`config.mk`:
```
export PLATFORM = sky130hd
export DESIGN_NAME = sentinel_seq_lock_flat
export DESIGN_NICKNAME = d
export VERILOG_FILES = /design/src/rtl/sentinel_seq_lock_if.sv /design/src/rtl/sentinel_seq_lock.sv /design/src/flat_wrapper.sv
export SDC_FILE = /design/constraint.sdc
export NUM_CORES = 1
export LEC_CHECK = 0
export CORE_ASPECT_RATIO = 0.75
export CORE_MARGIN = 2
export CORE_UTILIZATION = 53
export DETAILED_ROUTE_END_ITERATION = 10
export GPL_TIMING_DRIVEN = 0
export HOLD_SLACK_MARGIN = 0.06
export PLACE_DENSITY = 0.79
export SLEW_MARGIN = 20
export SYNTH_ARGS = -nofsm -noshare
export SYNTH_HDL_FRONTEND = slang
export SYNTH_SLANG_ARGS = --single-unit
```
`constraint.sdc`:
```
create_clock -name clk -period 2.4 [get_ports clk]
set_input_delay 0.48 -clock clk [delete_from_list [all_inputs] [get_ports clk]]
set_output_delay 0.48 -clock clk [all_outputs]
set_load 0.005 [all_outputs]
```
`src/rtl/sentinel_seq_lock_if.sv`:
```
// Byte-stream key entry and status bundle for sentinel_seq_lock.
// The master side drives the key stream, the slave side reports lock status.
interface sentinel_seq_lock_if #(
    parameter int unsigned KEY_BYTES = 4,
    parameter int unsigned MAX_FAILS = 3
);
    localparam int unsigned FW = $clog2(MAX_FAILS + 1);
    localparam int unsigned PW = $clog2(KEY_BYTES + 1);

    logic          ena;
    logic [7:0]    key_byte;
    logic          key_valid;
    logic          relock;
    logic [7:0]    seg;
    logic          unlocked;
    logic          locked_out;
    logic [FW-1:0] fail_count;
    logic [PW-1:0] progress;

    modport master (
        output ena, key_byte, key_valid, relock,
        input  seg, unlocked, locked_out, fail_count, progress
    );

    modport slave (
        input  ena, key_byte, key_valid, relock,
        output seg, unlocked, locked_out, fail_count, progress
    );
endinterface

```
`src/rtl/sentinel_seq_lock.sv`:
```
// Multi-byte sequence lock: whole-key comparison, consecutive-failure counting
// and a timed lockout, all frozen while ena is low.
module sentinel_seq_lock #(
    parameter int unsigned              KEY_BYTES      = 4,
    parameter logic [KEY_BYTES*8-1:0]   KEY            = 32'hB65AC31E,
    parameter int unsigned              MAX_FAILS      = 3,
    parameter int unsigned              LOCKOUT_CYCLES = 1024,
    parameter int unsigned              TIMEOUT_CYCLES = 256
) (
    input logic                clk,
    input logic                rst,
    sentinel_seq_lock_if.slave bus
);
    localparam int unsigned FW = $clog2(MAX_FAILS + 1);
    localparam int unsigned PW = $clog2(KEY_BYTES + 1);
    localparam int unsigned LW = $clog2(LOCKOUT_CYCLES + 1);
    localparam int unsigned TW = $clog2(TIMEOUT_CYCLES + 1);

    localparam logic [PW-1:0] LAST_IDX  = PW'(KEY_BYTES - 1);
    localparam logic [FW-1:0] FAIL_MAX  = FW'(MAX_FAILS);
    localparam logic [FW-1:0] FAIL_LAST = FW'(MAX_FAILS - 1);
    localparam logic [LW-1:0] LOCK_LOAD = LW'(LOCKOUT_CYCLES - 1);
    localparam logic [TW-1:0] IDLE_LAST = TW'(TIMEOUT_CYCLES - 1);

    typedef enum logic [1:0] {StLocked, StCollect, StUnlocked, StLockout} state_e;

    state_e        state_q, state_d;
    logic [FW-1:0] fail_q, fail_d;
    logic [PW-1:0] prog_q, prog_d;
    logic          mismatch_q, mismatch_d;
    logic [LW-1:0] timer_q, timer_d;
    logic [TW-1:0] idle_q, idle_d;

    logic [7:0]    exp_byte;
    logic          attempt_bad;

    always_ff @(posedge clk) begin
        if (rst) begin
            state_q    <= StLocked;
            fail_q     <= '0;
            prog_q     <= '0;
            mismatch_q <= 1'b0;
            timer_q    <= '0;
            idle_q     <= '0;
        end else begin
            state_q    <= state_d;
            fail_q     <= fail_d;
            prog_q     <= prog_d;
            mismatch_q <= mismatch_d;
            timer_q    <= timer_d;
            idle_q     <= idle_d;
        end
    end

    // Key bytes are consumed MSB-first; progress is the index of the next byte.
    always_comb begin
        exp_byte    = 8'(KEY >> (8 * (KEY_BYTES - 1 - 32'(prog_q))));
        // The sticky flag only carries over within an attempt already in progress.
        attempt_bad = (bus.key_byte != exp_byte) || ((state_q == StCollect) && mismatch_q);
    end

    always_comb begin
        state_d    = state_q;
        fail_d     = fail_q;
        prog_d     = prog_q;
        mismatch_d = mismatch_q;
        timer_d    = timer_q;
        idle_d     = idle_q;

        if (bus.ena) begin
            unique case (state_q)
                StLocked, StCollect: begin
                    if (bus.key_valid) begin
                        idle_d = '0;
                        if (prog_q == LAST_IDX) begin
                            prog_d = '0;
                            if (!attempt_bad) begin
                                state_d = StUnlocked;
                                fail_d  = '0;
                            end else if (fail_q == FAIL_LAST) begin
                                state_d = StLockout;
                                fail_d  = FAIL_MAX;
                                timer_d = LOCK_LOAD;
                            end else begin
                                state_d = StLocked;
                                fail_d  = fail_q + FW'(1);
                            end
                        end else begin
                            state_d    = StCollect;
                            prog_d     = prog_q + PW'(1);
                            mismatch_d = attempt_bad;
                        end
                    end else if (state_q == StCollect) begin
                        // Abandoned attempts drop back without counting as failures.
                        if (idle_q == IDLE_LAST) begin
                            state_d = StLocked;
                            prog_d  = '0;
                            idle_d  = '0;
                        end else begin
                            idle_d = idle_q + TW'(1);
                        end
                    end
                end
                StUnlocked: begin
                    if (bus.relock) state_d = StLocked;
                end
                StLockout: begin
                    if (timer_q == '0) begin
                        state_d = StLocked;
                        fail_d  = '0;
                    end else begin
                        timer_d = timer_q - LW'(1);
                    end
                end
                default: state_d = StLocked;
            endcase
        end
    end

    always_comb begin
        bus.seg = 8'hFF;
        if (bus.ena) begin
            unique case (state_q)
                StUnlocked: bus.seg = 8'hC1;
                StLockout:  bus.seg = 8'hBF;
                default:    bus.seg = 8'hC7;
            endcase
        end
        bus.unlocked   = bus.ena && (state_q == StUnlocked);
        bus.locked_out = (state_q == StLockout);
        bus.fail_count = fail_q;
        bus.progress   = prog_q;
    end
endmodule

```
`src/flat_wrapper.sv`:
```
// flat-port wrapper written by rule: the top's interface ports become plain ports
module sentinel_seq_lock_flat 
#(
    parameter int unsigned              KEY_BYTES      = 4,
    parameter logic [KEY_BYTES*8-1:0]   KEY            = 32'hB65AC31E,
    parameter int unsigned              MAX_FAILS      = 3,
    parameter int unsigned              LOCKOUT_CYCLES = 1024,
    parameter int unsigned              TIMEOUT_CYCLES = 256
)
  (clk, rst, bus_ena, bus_key_byte, bus_key_valid, bus_relock, bus_seg, bus_unlocked, bus_locked_out, bus_fail_count, bus_progress);
  sentinel_seq_lock_if #(.KEY_BYTES(KEY_BYTES), .MAX_FAILS(MAX_FAILS)) bus_i ();
  input logic clk;
  input logic rst;
  input wire logic [$bits(bus_i.ena)-1:0] bus_ena;
  input wire logic [$bits(bus_i.key_byte)-1:0] bus_key_byte;
  input wire logic [$bits(bus_i.key_valid)-1:0] bus_key_valid;
  input wire logic [$bits(bus_i.relock)-1:0] bus_relock;
  output wire logic [$bits(bus_i.seg)-1:0] bus_seg;
  output wire logic [$bits(bus_i.unlocked)-1:0] bus_unlocked;
  output wire logic [$bits(bus_i.locked_out)-1:0] bus_locked_out;
  output wire logic [$bits(bus_i.fail_count)-1:0] bus_fail_count;
  output wire logic [$bits(bus_i.progress)-1:0] bus_progress;
  assign bus_i.ena = bus_ena;
  assign bus_i.key_byte = bus_key_byte;
  assign bus_i.key_valid = bus_key_valid;
  assign bus_i.relock = bus_relock;
  assign bus_seg = bus_i.seg;
  assign bus_unlocked = bus_i.unlocked;
  assign bus_locked_out = bus_i.locked_out;
  assign bus_fail_count = bus_i.fail_count;
  assign bus_progress = bus_i.progress;
  sentinel_seq_lock #(.KEY_BYTES(KEY_BYTES), .KEY(KEY), .MAX_FAILS(MAX_FAILS), .LOCKOUT_CYCLES(LOCKOUT_CYCLES), .TIMEOUT_CYCLES(TIMEOUT_CYCLES)) u_core (.clk(clk), .rst(rst), .bus(bus_i));
endmodule
```
==> results.md, run 1 <==
Die:
- In this run the standard cell core region covers 0.00300 mm^2.
- In this run the count of I/O pins placed on the die edge is 28.
- For this configuration, the core starts out at a cell density of 0.569.
- The row count is 17.
- The floorplan step defined a die boundary enclosing 0.00369 mm^2.
- The die width is 69.5 um.
- The die is 53.1 um tall.

Power and ir drop:
- The cell-internal power is 754 uW.
- The sequential power share is 0.497.
- The part of the total power dissipated in combinational logic is 0.114.
- Of the total power, the share spent switching nets is 0.217.
- The clock group share of total power is 0.389.
- Summed over all nets, the switching power comes to 208 uW.
- For this design the ratio of total power to cell area is 449 mW/mm^2.
- The design draws 962 uW.
- The worst voltage drop across the vdd grid is 433 uV.
- In this run the static leakage power is 0.884 nW.

CTS:
- The tree is rooted in a clkbuf_8.
- Counting the buffers created by CTS gives 3.
- The count of hold buffers inserted by post-cts repair is 0.
- In this run the number of H-tree levels came out at 1.
- The clock tree from TritonCTS is done.
- The clock sink total is 28.
- The CTS clock-pin slew for the worst setup and hold paths is 0.10 ns.
- The clock passes through at most 2 buffers.
- The clock latency on the worst-skew pair is 0.28 ns.

Placement:
- Routability-driven placement finished with a final weighted congestion of 0.808.
- The count of port buffers added during placement is 25.
- After detailed placement, the total cell area comes to 0.00201 mm^2.
- The cell count after placement is 273.
- The sum of net half-perimeters after detailed placement is 2770 um.

Route:
- For this run, design rule violations remaining after detail routing come to 0.
- The iteration-0 DRC count of the detailed router is 94.
- The average vias per placed instance is 5.58.
- Before antenna repair, the detailed router went through 4 iterations.
- The routed length per placed instance is 13.9 um.
- The antenna violation net count after detailed routing is 0.
- The overall via count from detail_route is 1562.
- The routed design has 3900 um of wire.

Status:
- The run finished with clean final reports.

Worst setup path:
- STA classifies the critical path startpoint as a flip-flop.
- Data arrives at the worst endpoint at 1.82 ns.
- STA classifies the critical path endpoint as an output port.
- The critical path in this run is classified as flip-flop to output port.
- In this run the worst path has a maximum fanout of 10.
- Data on the critical path is required at its endpoint by 1.92 ns.

STA:
- The share of the clock period used by the worst path is 0.960.
- The worst-case clock skew is 0.00401 ns.
- The number of pins with negative max-slew slack in the final report is 0.
- For the pin with the worst max-slew slack, the measured transition is 0.603 ns.
- For this run, the top clock speed supported by timing is 434 MHz.
- The setup TNS is 0 ns.
- The number of hold violations in the final report is 0.
- The worst pin sits at a relative slew slack of 0.592.
- Setup repair after global routing left no endpoint under its margin.
- For the finished layout, the period the worst path requires is 2.30 ns.
- The final setup violation count is 0.

Global route:
- The first-pass GRT wire length is 6220 um.
- The number of antenna violations at the first check in global routing was 0.
- In the global route stage, overall resource usage came out at 0.216.
- The maximum number of pins on one net before global-route repair is 17.
- For this run the aggregate overflow at the end of global routing stands at 0.
- The via count of the first global-routing pass is 1302.

Yosys:
- The sequential-to-total area share from yosys stat is 0.328.
- The number of storage elements in the synthesis netlist is 28.
- The cell count after synthesis is 209.
- The predominant post-synthesis flop cell is dfxtp_1.
- The Yosys step of the flow raised 0 warnings.
- Counting flops with a built-in enable in the synthesized netlist gives 0.
- The share of flip-flops with an asynchronous set or reset after synthesis is 0.
- The post-synthesis area per instance is 8.17 um^2.
- The summed instance area of the synthesized netlist is 0.00171 mm^2.
- The number of distinct standard cells referenced by the synthesized netlist is 53.

Layout:
- In the final layout, the share of cells above drive strength 1 is 0.124.
- The post-layout instance count excluding filler cells is 280.
- Measured on the finished design, the core utilization comes to 0.714.
- The antenna diode instance count is 0.
- Summing all non-filler instances in the final layout gives an area of 0.00214 mm^2.
- The signed area change from the synthesized netlist to the final layout is 25.4%.
- The number of nets in the finished design is 260.

Worst hold path:
- The worst hold path belongs to the class flip-flop to flip-flop.

Run:
- The total of max-cap violations is 0.
==> state kept, by name, summed over array words and instances (netlist names) <==
register	cells
u_core.state_q	2
u_core.bus.fail_count	2
u_core.mismatch_q	1
u_core.timer_q	11
u_core.bus.progress	3
u_core.idle_q	9
==> synth_stat cells (4+ instances only) <==
master / instances / area (um^2)
a21oi_1: 10 / 50.1
and3_1: 4 / 25.0
buf_4: 7 / 52.6
dfxtp_1: 28 / 561
ha_1: 4 / 50.1
inv_1: 12 / 45.0
mux2i_1: 6 / 60.1
nand2_1: 22 / 82.6
nand3_1: 7 / 35.0
nor2_1: 22 / 82.6
nor3_1: 11 / 55.1
nor3b_1: 4 / 30.0
o21ai_0: 6 / 30.0
xnor2_1: 5 / 43.8
==> cells in the final DEF (no fill, tap or decap), types with 4 or more instances in the layout <==
cell,instances
dfxtp_1,28
clkdlybuf4s50_1,23
nand2_1,22
nor2_1,21
inv_1,12
nor3_1,11
buf_4,10
a21oi_1,9
nand3_1,7
o21ai_0,6
mux2i_1,6
xnor2_1,5
and3_1,4
nor3b_1,4
ha_1,4
==> power by group through the flow <==
stage,logic (mW),clock network (mW),registers [mW]
6_report,0.109,0.374,0.478
5_1_grt,0.119,0.397,0.480
4_1_cts,0.108,0.381,0.478
3_5_place_dp,0.102,0,0.489
3_3_place_gp,0.101,0,0.488
2_1_floorplan,0.0578,0,0.487
==> path summary, 6_finish.rpt <==
| kind | startpoint | end | slack (ns) | cells after the start |
|---|---|---|---|---|
| worst max-delay path | u_core.state_q[0] | bus_seg[4] | 0.1 | 5 |
| worst min-delay path | u_core.idle_q[8] | u_core.idle_q[8] | 0.49 | 1 |
| worst max register to register | u_core.timer_q[0] | u_core.timer_q[10] | 0.24 | 7 |
| worst min register to register | u_core.idle_q[8] | u_core.idle_q[8] | 0.49 | 1 |
==> layout make-up <==
type,instances,area (um^2)
repair buffers,29,285
clock inverters,1,30.0
flip-flops and latches,28,561
fillers,243,858
well taps,38,47.5
plain buffers,10,76.3
inverters,12,45.0
multi-input cells,159,1050
clock buffers,3,41.3
==> worst max-delay path: stages (launching register included) <==
cell and delay [ns]:
dfxtp_1 0.32, buf_2 0.20, and2_2 0.28, nand2b_4 0.17, buf_4 0.09, clkdlybuf4s50_1 0.48
==> repair_timing <==
action / CTS / global route
cloned: 0 / 0
setup endpoints to repair: 4 / 5
setup buffers: 3 / 1
resized for setup: 3 / 5
endpoints found under the hold margin: 0 / 0
pin swaps: 0 / 1
==> kinds of logic (layout without fill, tap and decap cells) <==
logic type	after synthesis	count (layout)	share of synthesized area
and+or+nand+nor	94	94	0.294
AOI/OAI and AO/OA	44	44	0.192
adders and majority gates	4	4	0.0293
buffers and inverters	23	55	0.0711
DFF	28	28	0.328
muxes	7	7	0.0418
xor gates and xnor gates	8	8	0.0411
other	1	2	0.00220
==> stage by stage <==
step	worst slack, ns	hold WS (ns)
2_1_floorplan	0.542	0.453
3_3_place_gp	-0.187	0.467
3_5_place_dp	-0.193	0.475
4_1_cts	0.0312	0.494
5_1_grt	0.0295	0.499
6_report	0.0954	0.493
==> layer usage <==
| layer | track usage | share of wire | up-vias |
|---|---|---|---|
| li1 | - | - | 803 |
| met1 | 0.305 | 0.51 | 699 |
| met2 | 0.329 | 0.42 | 60 |
| met3 | 0.0571 | 0.075 | 0 |
| met4 | 0.0523 | 0 | 0 |
| met5 | 0 | 0 | - |
No activity file was read; power rests on OpenSTA's default activity.
==> inputs of run 2 (changes only) <==
--- a/config.mk
+++ b/config.mk
@@ -11,7 +11,7 @@
 export DETAILED_ROUTE_END_ITERATION = 10
 export GPL_TIMING_DRIVEN = 0
 export HOLD_SLACK_MARGIN = 0.06
-export PLACE_DENSITY = 0.79
+export PLACE_DENSITY = 0.86
 export SLEW_MARGIN = 20
 export SYNTH_ARGS = -nofsm -noshare
 export SYNTH_HDL_FRONTEND = slang
==> run 2 against run 1 <==
Compared with the run above: core utilization down 0.17 points; cell count is the same; sequential power barely moved; flip-flop and latch count is the same; non-clock buffer count unchanged; hold slack worse by 0.00069 ns; critical path type unchanged; critical endpoint unchanged; largest power group unchanged.
==> results.md, run 2 (synthesis results as in run 1) <==
Die:
- The starting utilization of the core area is 0.569 (unchanged).
- The die width is 69.5 um (unchanged).
- The area of the core is 0.00300 mm^2 (unchanged).
- The number of top-level design ports came to 28 (unchanged).
- The vertical die dimension is 53.1 um (unchanged).
- The row count is 17 (unchanged).
- The area of the die came to 0.00369 mm^2 (unchanged).

Layout:
- The layout cell share with drive strength beyond 1 is 0.124 (unchanged).
- The post-route core utilization was 0.712 (-0.00167).
- The number of nets in the finished design is 260 (unchanged).
- The sequential standard cell area came to 561 um^2 (unchanged).
- In the layout the commonest cells are dfxtp_1 (28), clkdlybuf4s50_1 (23), nand2_1 (22).
- The signed area change from the synthesized netlist to the final layout is 25.1%.
- The fill cell total of the finished layout came to 235 (-3.3%).
- The post-layout instance count excluding filler cells is 280 (unchanged).
- The most common library cell in the layout ignoring fill and taps is dfxtp_1.
- The register bank with the most flops is u_core.timer_q.
- The footprint of the multi-input gates was 0.00105 mm^2 (-0.47%).
- The number of flip-flops in the largest register is 11 (unchanged).
- The antenna diode instance count was 0 (unchanged).

Status:
- The run finished with clean final reports.

Global route:
- The via count of the first global-routing pass is 1428 (+9.7%).
- The all-layer global routing usage was 0.219 (+0.00285).
- The number of antenna violations at the first check in global routing was 0 (unchanged).
- The maximum number of pins on one net before global-route repair came to 17 (unchanged).
- The total global routing overflow was 0 (unchanged).
- The first-pass GRT wire length came to 6440 um (+3.4%).

CTS:
- The count of hold buffers inserted by post-cts repair is 0 (unchanged).
- The CTS clock-pin slew for the worst setup and hold paths came to 0.10 ns (about the same).
- The deepest clock path buffer count was 2 (unchanged).
- The tree is rooted in a clkbuf_8.
- The level count of the clock H-tree was 1 (unchanged).
- The clock latency on the worst-skew pair is 0.28 ns (about the same).
- TritonCTS built the clock tree.
- The number of buffers added by the clock tree synthesis step is 3 (unchanged).
- The clock sink total is 28 (unchanged).

Worst setup path:
- The arrival time of the worst setup path is 1.80 ns (-0.02 ns).
- The origin of the critical flop-to-flop path is u_core.timer_q[0].
- The category of the most critical setup path is flip-flop to output port.
- The launching element type of the critical path is a flip-flop.
- The worst register-to-register path ends at u_core.timer_q[8].
- The depth of the worst register-to-register path is 7 (unchanged).
- The register-to-register path setup slack was 0.25 ns (about the same).
- The element type at the critical path end is an output port.
- The critical path required time was 1.92 ns (about the same).
- The biggest fanout along the worst timing path is 10 (unchanged).

Power and ir drop:
- The leakage power figure is 0.883 nW (about the same).
- The ratio of total power to cell area is 451 mW/mm^2 (+0.45%).
- The worst voltage drop across the vdd grid was 455 uV (+5.2%).
- The sum of internal, switching and leakage power was 964 uW (+0.22%).

Placement:
- The routability-driven placement congestion ratio was 0.834 (+3.2%).
- The count of port buffers added during placement is 25 (unchanged).
- The sum of net half-perimeters after detailed placement is 2660 um (-4.0%).
- The post-placement setup slack was -0.199 ns (-0.00576 ns).
- The cell count after placement is 273 (unchanged).

Worst hold path:
- The beginning of the worst hold path is u_core.idle_q[8].
- In this run the worst hold path is classified as flip-flop to flip-flop.
- The hold-critical path endpoint is u_core.idle_q[8].
- The instance count along the most critical hold path is 1 (unchanged).

STA:
- The number of pins with negative max-slew slack in the final report was 0 (unchanged).
- The final worst-path setup slack is 0.119 ns (+0.0235 ns).
- Setup repair after global routing left no endpoint under its margin.
- The share of the clock period used by the worst path is 0.950 (-0.00979).
- The final setup violation count is 0 (unchanged).
- The worst-case clock skew came to 0.00543 ns (+0.00142 ns).
- The number of hold violations in the final report is 0 (unchanged).
- The shortest period the worst path allows is 2.28 ns (-0.0235 ns).
- The actual slew at the worst max-slew pin is 0.524 ns (-0.0788 ns).
- The maximum operating frequency is 438 MHz (+1.0%).
- The worst-case hold slack is 0.492 ns (-0.000693 ns).
- The worst max-slew margin expressed relative to the limit is 0.646 (+0.0533).

Route:
- The overall via count from detail_route was 1604 (+2.7%).
- The number of detailed-route iterations in the first pass is 4 (unchanged).
- The iteration-0 DRC count of the detailed router is 59 (-37%).
- The average vias per placed instance is 5.73 (+2.7%).
- The antenna violation net count after detailed routing is 0 (unchanged).
- The routed length per placed instance was 13.2 um (-5.1%).
- The DRC violation count after routing is 0 (unchanged).
- The total wirelength of the detailed-routed design is 3700 um (-5.1%).

Run:
- The total of max-cap violations is 0 (unchanged).
-- run 2: cell types whose count changed in the layout (fill, tap and decap cells not counted) --
cell,change
inv_1,-1
and2_4,+1
nand3_1,-1
nand2b_4,-1
inv_2,+1
a21oi_2,-1
a21oi_1,+1
nand3_2,+1
and2_2,-1
nand2b_1,+1
-- run 2: critical path: stages, from the launching register on --
cell and delay [ns]:
dfxtp_1 0.31, buf_2 0.21, and2_4 0.24, nand2b_1 0.16
buf_4 0.11, clkdlybuf4s50_1 0.49
-- run 2: layer usage --
layer  part of all wire  global-route usage
met5                  0                   0
met4              0.013              0.0523
met3              0.058              0.0495
met2               0.42               0.361
met1               0.51               0.294
-- run 2: report_power, final --
part           internal (mW)  switching [mW]
Sequential             0.471         0.00691
Clock                  0.223           0.154
Combinational         0.0587          0.0505
Total                  0.753           0.211
-- run 2: layout make-up --
class / instances / area share
inverter: 12 / 0.0211
clock inverter: 1 / 0.0141
sequential: 28 / 0.262
clock buffer: 3 / 0.0193
tap: 38 / 0.0223
buffer: 10 / 0.0357
multi-input combinational: 159 / 0.492
timing repair buffer: 29 / 0.134
-- run 2: worst max-delay path by stage --
stage,slack (ns),endpoint,cells past startpoint,from
2_1_floorplan,0.54,u_core.timer_q[3],7,u_core.timer_q[0]
3_3_place_gp,-0.18,u_core.timer_q[4],7,bus_ena
3_5_place_dp,-0.20,u_core.timer_q[4],7,bus_ena
4_1_cts,0.005,bus_seg[2],7,bus_ena
5_1_grt,0.02,bus_seg[5],5,u_core.state_q[0]
6_report,0.12,bus_seg[4],5,u_core.state_q[0]
-- run 2: per-stage QoR --
stage | setup TNS [ns] | area (um^2)
3_3_place_gp | -0.823 | 2010
5_1_grt | 0 | 2140
6_report | 0 | 2140
4_1_cts | 0 | 2110
2_1_floorplan | 0 | 1710
3_5_place_dp | -1.04 | 2010
-- run 2: timing repair --
action / in CTS / in global routing
gates resized for setup: 3 / 6
setup buffers: 4 / 0
pin swaps: 1 / 1
gates cloned: 0 / 0
setup endpoints to repair: 4 / 10
==> inputs of run 3 (changes only) <==
--- a/config.mk
+++ b/config.mk
@@ -5,13 +5,15 @@
 export SDC_FILE = /design/constraint.sdc
 export NUM_CORES = 1
 export LEC_CHECK = 0
+export ABC_AREA = 1
 export CORE_ASPECT_RATIO = 0.75
 export CORE_MARGIN = 2
-export CORE_UTILIZATION = 53
+export CORE_UTILIZATION = 35
+export CTS_BUF_LIST = sky130_fd_sc_hd__clkbuf_2
 export DETAILED_ROUTE_END_ITERATION = 10
 export GPL_TIMING_DRIVEN = 0
 export HOLD_SLACK_MARGIN = 0.06
-export PLACE_DENSITY = 0.86
+export PLACE_DENSITY = 0.63
 export SLEW_MARGIN = 20
 export SYNTH_ARGS = -nofsm -noshare
 export SYNTH_HDL_FRONTEND = slang
==> run 3 against run 2 <==
Compared with the run above: flip-flop and latch count unchanged; die area up 56%; count of clock-buffer cells in the layout unchanged; critical path depth unchanged; worst setup slack better by 0.010 ns; critical path type unchanged; largest cell class unchanged; largest power group unchanged.
==> results.md, run 3 <==
Yosys:
- The share of flip-flops with an asynchronous set or reset after synthesis is 0 (unchanged).
- The most used flip-flop cell after synthesis is dfxtp_1.
- The summed instance area of the synthesized netlist is 0.00181 mm^2 (+6.2%).
- The number of distinct standard cells referenced by the synthesized netlist came to 28 (-47%).
- Yosys attributes the largest share of cell area to dfxtp_1 (31%), nand2_1 (15%), nor2_1 (12%).
- The share of the synthesized area in the top cell type is 0.309 (-0.0191).
- The sequential-to-total area share from yosys stat is 0.309 (-0.0191).
- In the synthesized netlist, the cells that appear most often are nand2_1 (71), nor2_1 (56), inv_1 (36).
- Summed over all instances, the cell type with the most area after synthesis is dfxtp_1.
- The cell with the most instances after synthesis is nand2_1.
- The synthesis warning total is 0 (unchanged).
- The number of flops mapped to enable cells by yosys came to 0 (unchanged).
- The number of storage elements in the synthesis netlist is 28 (unchanged).
- The cell count after synthesis is 297 (+42%).
- The post-synthesis area per instance was 6.10 um^2 (-25%).

Route:
- The overall via count from detail_route was 1802 (+12%).
- The total wirelength of the detailed-routed design was 4050 um (+9.3%).
- The average vias per placed instance is 4.67 (-19%).
- The antenna violation net count after detailed routing was 0 (unchanged).
- The number of detailed-route iterations in the first pass is 4 (unchanged).
- The DRC violation count after routing is 0 (unchanged).
- The iteration-0 DRC count of the detailed router is 137 (+130%).
- The routed length per placed instance is 10.5 um (-21%).

Placement:
- The cell count after placement was 382 (+40%).
- The routability-driven placement congestion ratio was 0.805 (-3.5%).
- The count of port buffers added during placement is 24 (-4.0%).
- The post-placement setup slack is 0.0149 ns (+0.214 ns).
- The sum of net half-perimeters after detailed placement is 3100 um (+17%).

CTS:
- The clock latency on the worst-skew pair is 0.36 ns (+0.08 ns).
- The count of hold buffers inserted by post-cts repair is 0 (unchanged).
- The CTS clock-pin slew for the worst setup and hold paths was 0.27 ns (+0.17 ns).
- The number of buffers added by the clock tree synthesis step is 3 (unchanged).
- The number of setup buffers added after CTS came to 0 (-4).
- The level count of the clock H-tree is 1 (unchanged).
- The cell sitting at the root of the clock tree is a clkbuf_2.
- The clock tree from TritonCTS is done.
- The clock sink total is 28 (unchanged).
- The deepest clock path buffer count came to 2 (unchanged).

Layout:
- The layout cell share with drive strength beyond 1 came to 0.0798 (-0.0442).
- Compared with the post-synthesis result, the final layout area differs by 19.2%.
- The number of flip-flops in the largest register is 11 (unchanged).
- The post-layout instance count excluding filler cells is 386 (+38%).
- The register bank with the most flops is u_core.timer_q.
- Leaving out fill and tap cells, the most frequent cell in the layout is nand2_1.
- The fill cell total of the finished layout is 542 (+130%).
- The number of nets in the finished design is 344 (+32%).
- The antenna diode instance count came to 0 (unchanged).
- The top cell types in the final layout, fill and taps aside, are nand2_1 (71), nor2_1 (55), inv_1 (36).

Die:
- The die width is 87.1 um (+25%).
- The area of the die is 0.00577 mm^2 (+56%).
- The area of the core is 0.00493 mm^2 (+64%).
- The number of top-level design ports is 28 (unchanged).
- The vertical die dimension is 66.3 um (+25%).
- The starting utilization of the core area was 0.368 (-0.201).
- The row count is 22 (+5).

Worst setup path:
- Walking the worst path, the cells encountered are nand2_2 -> inv_1 -> clkbuf_4 -> nand2_1 -> clkdlybuf4s50_1.
- The register-to-register path setup slack is 0.59 ns (+0.34 ns).
- The startpoint identified for the worst register-to-register timing path is u_core.timer_q[0].
- The critical path required time is 1.92 ns (about the same).
- Among all stages on the critical path, the largest delay is contributed by clkdlybuf4s50_1.
- The category of the most critical setup path is flip-flop to output port.
- The delay of the slowest critical-path stage is 0.49 ns (about the same).
- The reg-to-reg critical path endpoint is u_core.bus.fail_count[0].
- The biggest fanout along the worst timing path is 10 (unchanged).
- The arrival time of the worst setup path is 1.79 ns (about the same).
- The worst setup path is launched from a flip-flop.
- The worst setup path is captured at an output port.
- The depth of the worst register-to-register path is 9 (+2).

Power and ir drop:
- The sequential power share was 0.624 (+0.129).
- The cell-internal power came to 565 uW (-25%).
- The part of the total power dissipated in combinational logic was 0.145 (+0.032).
- The power spent charging and discharging nets is 206 uW (-2.2%).
- The ratio of total power to cell area is 357 mW/mm^2 (-21%).
- The switching portion of total power is 0.268 (+0.0487).
- The sum of internal, switching and leakage power is 771 uW (-20%).
- The leakage power figure is 1.01 nW (+14%).
- The worst voltage drop across the vdd grid is 146 uV (-68%).
- The clock group share of total power is 0.231 (-0.160).

STA:
- The maximum operating frequency is 440 MHz (+0.46%).
- The number of hold violations in the final report is 0 (unchanged).
- The worst-case hold slack is 0.464 ns (-0.0284 ns).
- The final setup violation count is 0 (unchanged).
- Setup repair after global routing left no endpoint under its margin.
- The share of the clock period used by the worst path was 0.946 (-0.00432).
- The worst-case clock skew came to 0.00356 ns (-0.00187 ns).
- The setup TNS is 0 ns (unchanged).
- The shortest period the worst path allows is 2.27 ns (-0.0104 ns).
- The final worst-path setup slack is 0.129 ns (+0.0104 ns).
- The number of pins with negative max-slew slack in the final report came to 0 (unchanged).

Status:
- The flow ran to the end, and the final reports show no timing, DRC or antenna violations.

Global route:
- The met1 track demand over resource in global routing was 0.236 (-0.0579).
- After global routing, the most crowded layer is met1.
- The met3 layer usage reported by global route was 0.0200 (-0.0295).
- The via count of the first global-routing pass is 1454 (+1.8%).
- The first-pass GRT wire length came to 6690 um (+4.0%).
- The total global routing overflow is 0 (unchanged).
- The all-layer global routing usage came to 0.145 (-0.0741).
- The number of antenna violations at the first check in global routing is 0 (unchanged).
- The maximum number of pins on one net before global-route repair is 16 (-1).
- The global routing met2 resource utilization came to 0.188 (-0.173).

Worst hold path:
- The instance count along the most critical hold path is 2 (+1).
- The type of the most critical hold path is flip-flop to flip-flop.
- The hold-critical path endpoint is u_core.idle_q[8].
- The startpoint identified for the worst hold timing path is u_core.idle_q[8].

Run:
- The total of max-cap violations was 0 (unchanged).
## run 3: final cells by class
cell class                 instances  area [um^2]  area share
tap                               60         75.1      0.0348
sequential                        28          563       0.261
buffer                            10         78.8      0.0365
multi-input combinational        220         1030       0.477
clock buffer                       3         15.0     0.00695
inverter                          40          150      0.0695
timing repair buffer              24          243       0.112
clock inverter                     1         3.75     0.00174
## run 3: worst max path at each step
stage	start	slack [ns]	to
finish	u_core.state_q[1]	0.13	bus_seg[6]
global route	u_core.state_q[1]	0.01	bus_seg[6]
CTS	bus_ena	0.01	bus_seg[2]
detailed placement	bus_ena	0.01	bus_seg[2]
global placement	bus_ena	0.03	bus_seg[2]
floorplan	u_core.timer_q[0]	0.87	u_core.timer_q[6]
## run 3: cells by family (layout without fill, tap and decap cells)
| logic type | count (synthesis) | count (layout) | share of synthesized area |
|---|---|---|---|
| adder cells (fa/ha/maj) | 4 | 4 | 0.0276 |
| AO/OA/AOI/OAI | 36 | 36 | 0.109 |
| XOR/XNOR | 3 | 3 | 0.0145 |
| flip-flops | 28 | 28 | 0.309 |
| other | 1 | 2 | 0.00207 |
| AND/OR/NAND/NOR | 175 | 175 | 0.412 |
| buffers and inverters | 50 | 78 | 0.125 |
## run 3: critical path: cells and delay by family, from the launching register on
family | cells | cell delay [ns]
and+or+nand+nor | 2 | 0.25
DFF | 1 | 0.40
buffers and inverters | 3 | 0.77
## run 3: routing by layer
metal | vias up | part of all wire
li1 | 990 | -
met1 | 771 | 0.57
met2 | 39 | 0.37
met3 | 2 | 0.052
met4 | 0 | 0.0069
met5 | - | 0
## run 3: stage by stage
stage	util	instance area, um^2
2_1_floorplan	-	1820
3_3_place_gp	0.432	2130
3_5_place_dp	0.432	2130
4_1_cts	0.436	2150
5_1_grt	0.438	2160
6_report	0.438	2160
## run 3: power groups by stage
| stage | clock network, mW | registers (mW) | logic (mW) |
|---|---|---|---|
| after floorplan | 0 | 0.488 | 0.0711 |
| after global placement | 0 | 0.489 | 0.111 |
| after detailed placement | 0 | 0.489 | 0.112 |
| after CTS | 0.190 | 0.481 | 0.112 |
| after global routing | 0.207 | 0.483 | 0.128 |
| final | 0.178 | 0.481 | 0.112 |
## run 3: what timing repair did
action                     in CTS  in global routing
hold endpoints to repair        0                  0
setup endpoints to repair       0                  5
gates resized for setup         0                  5
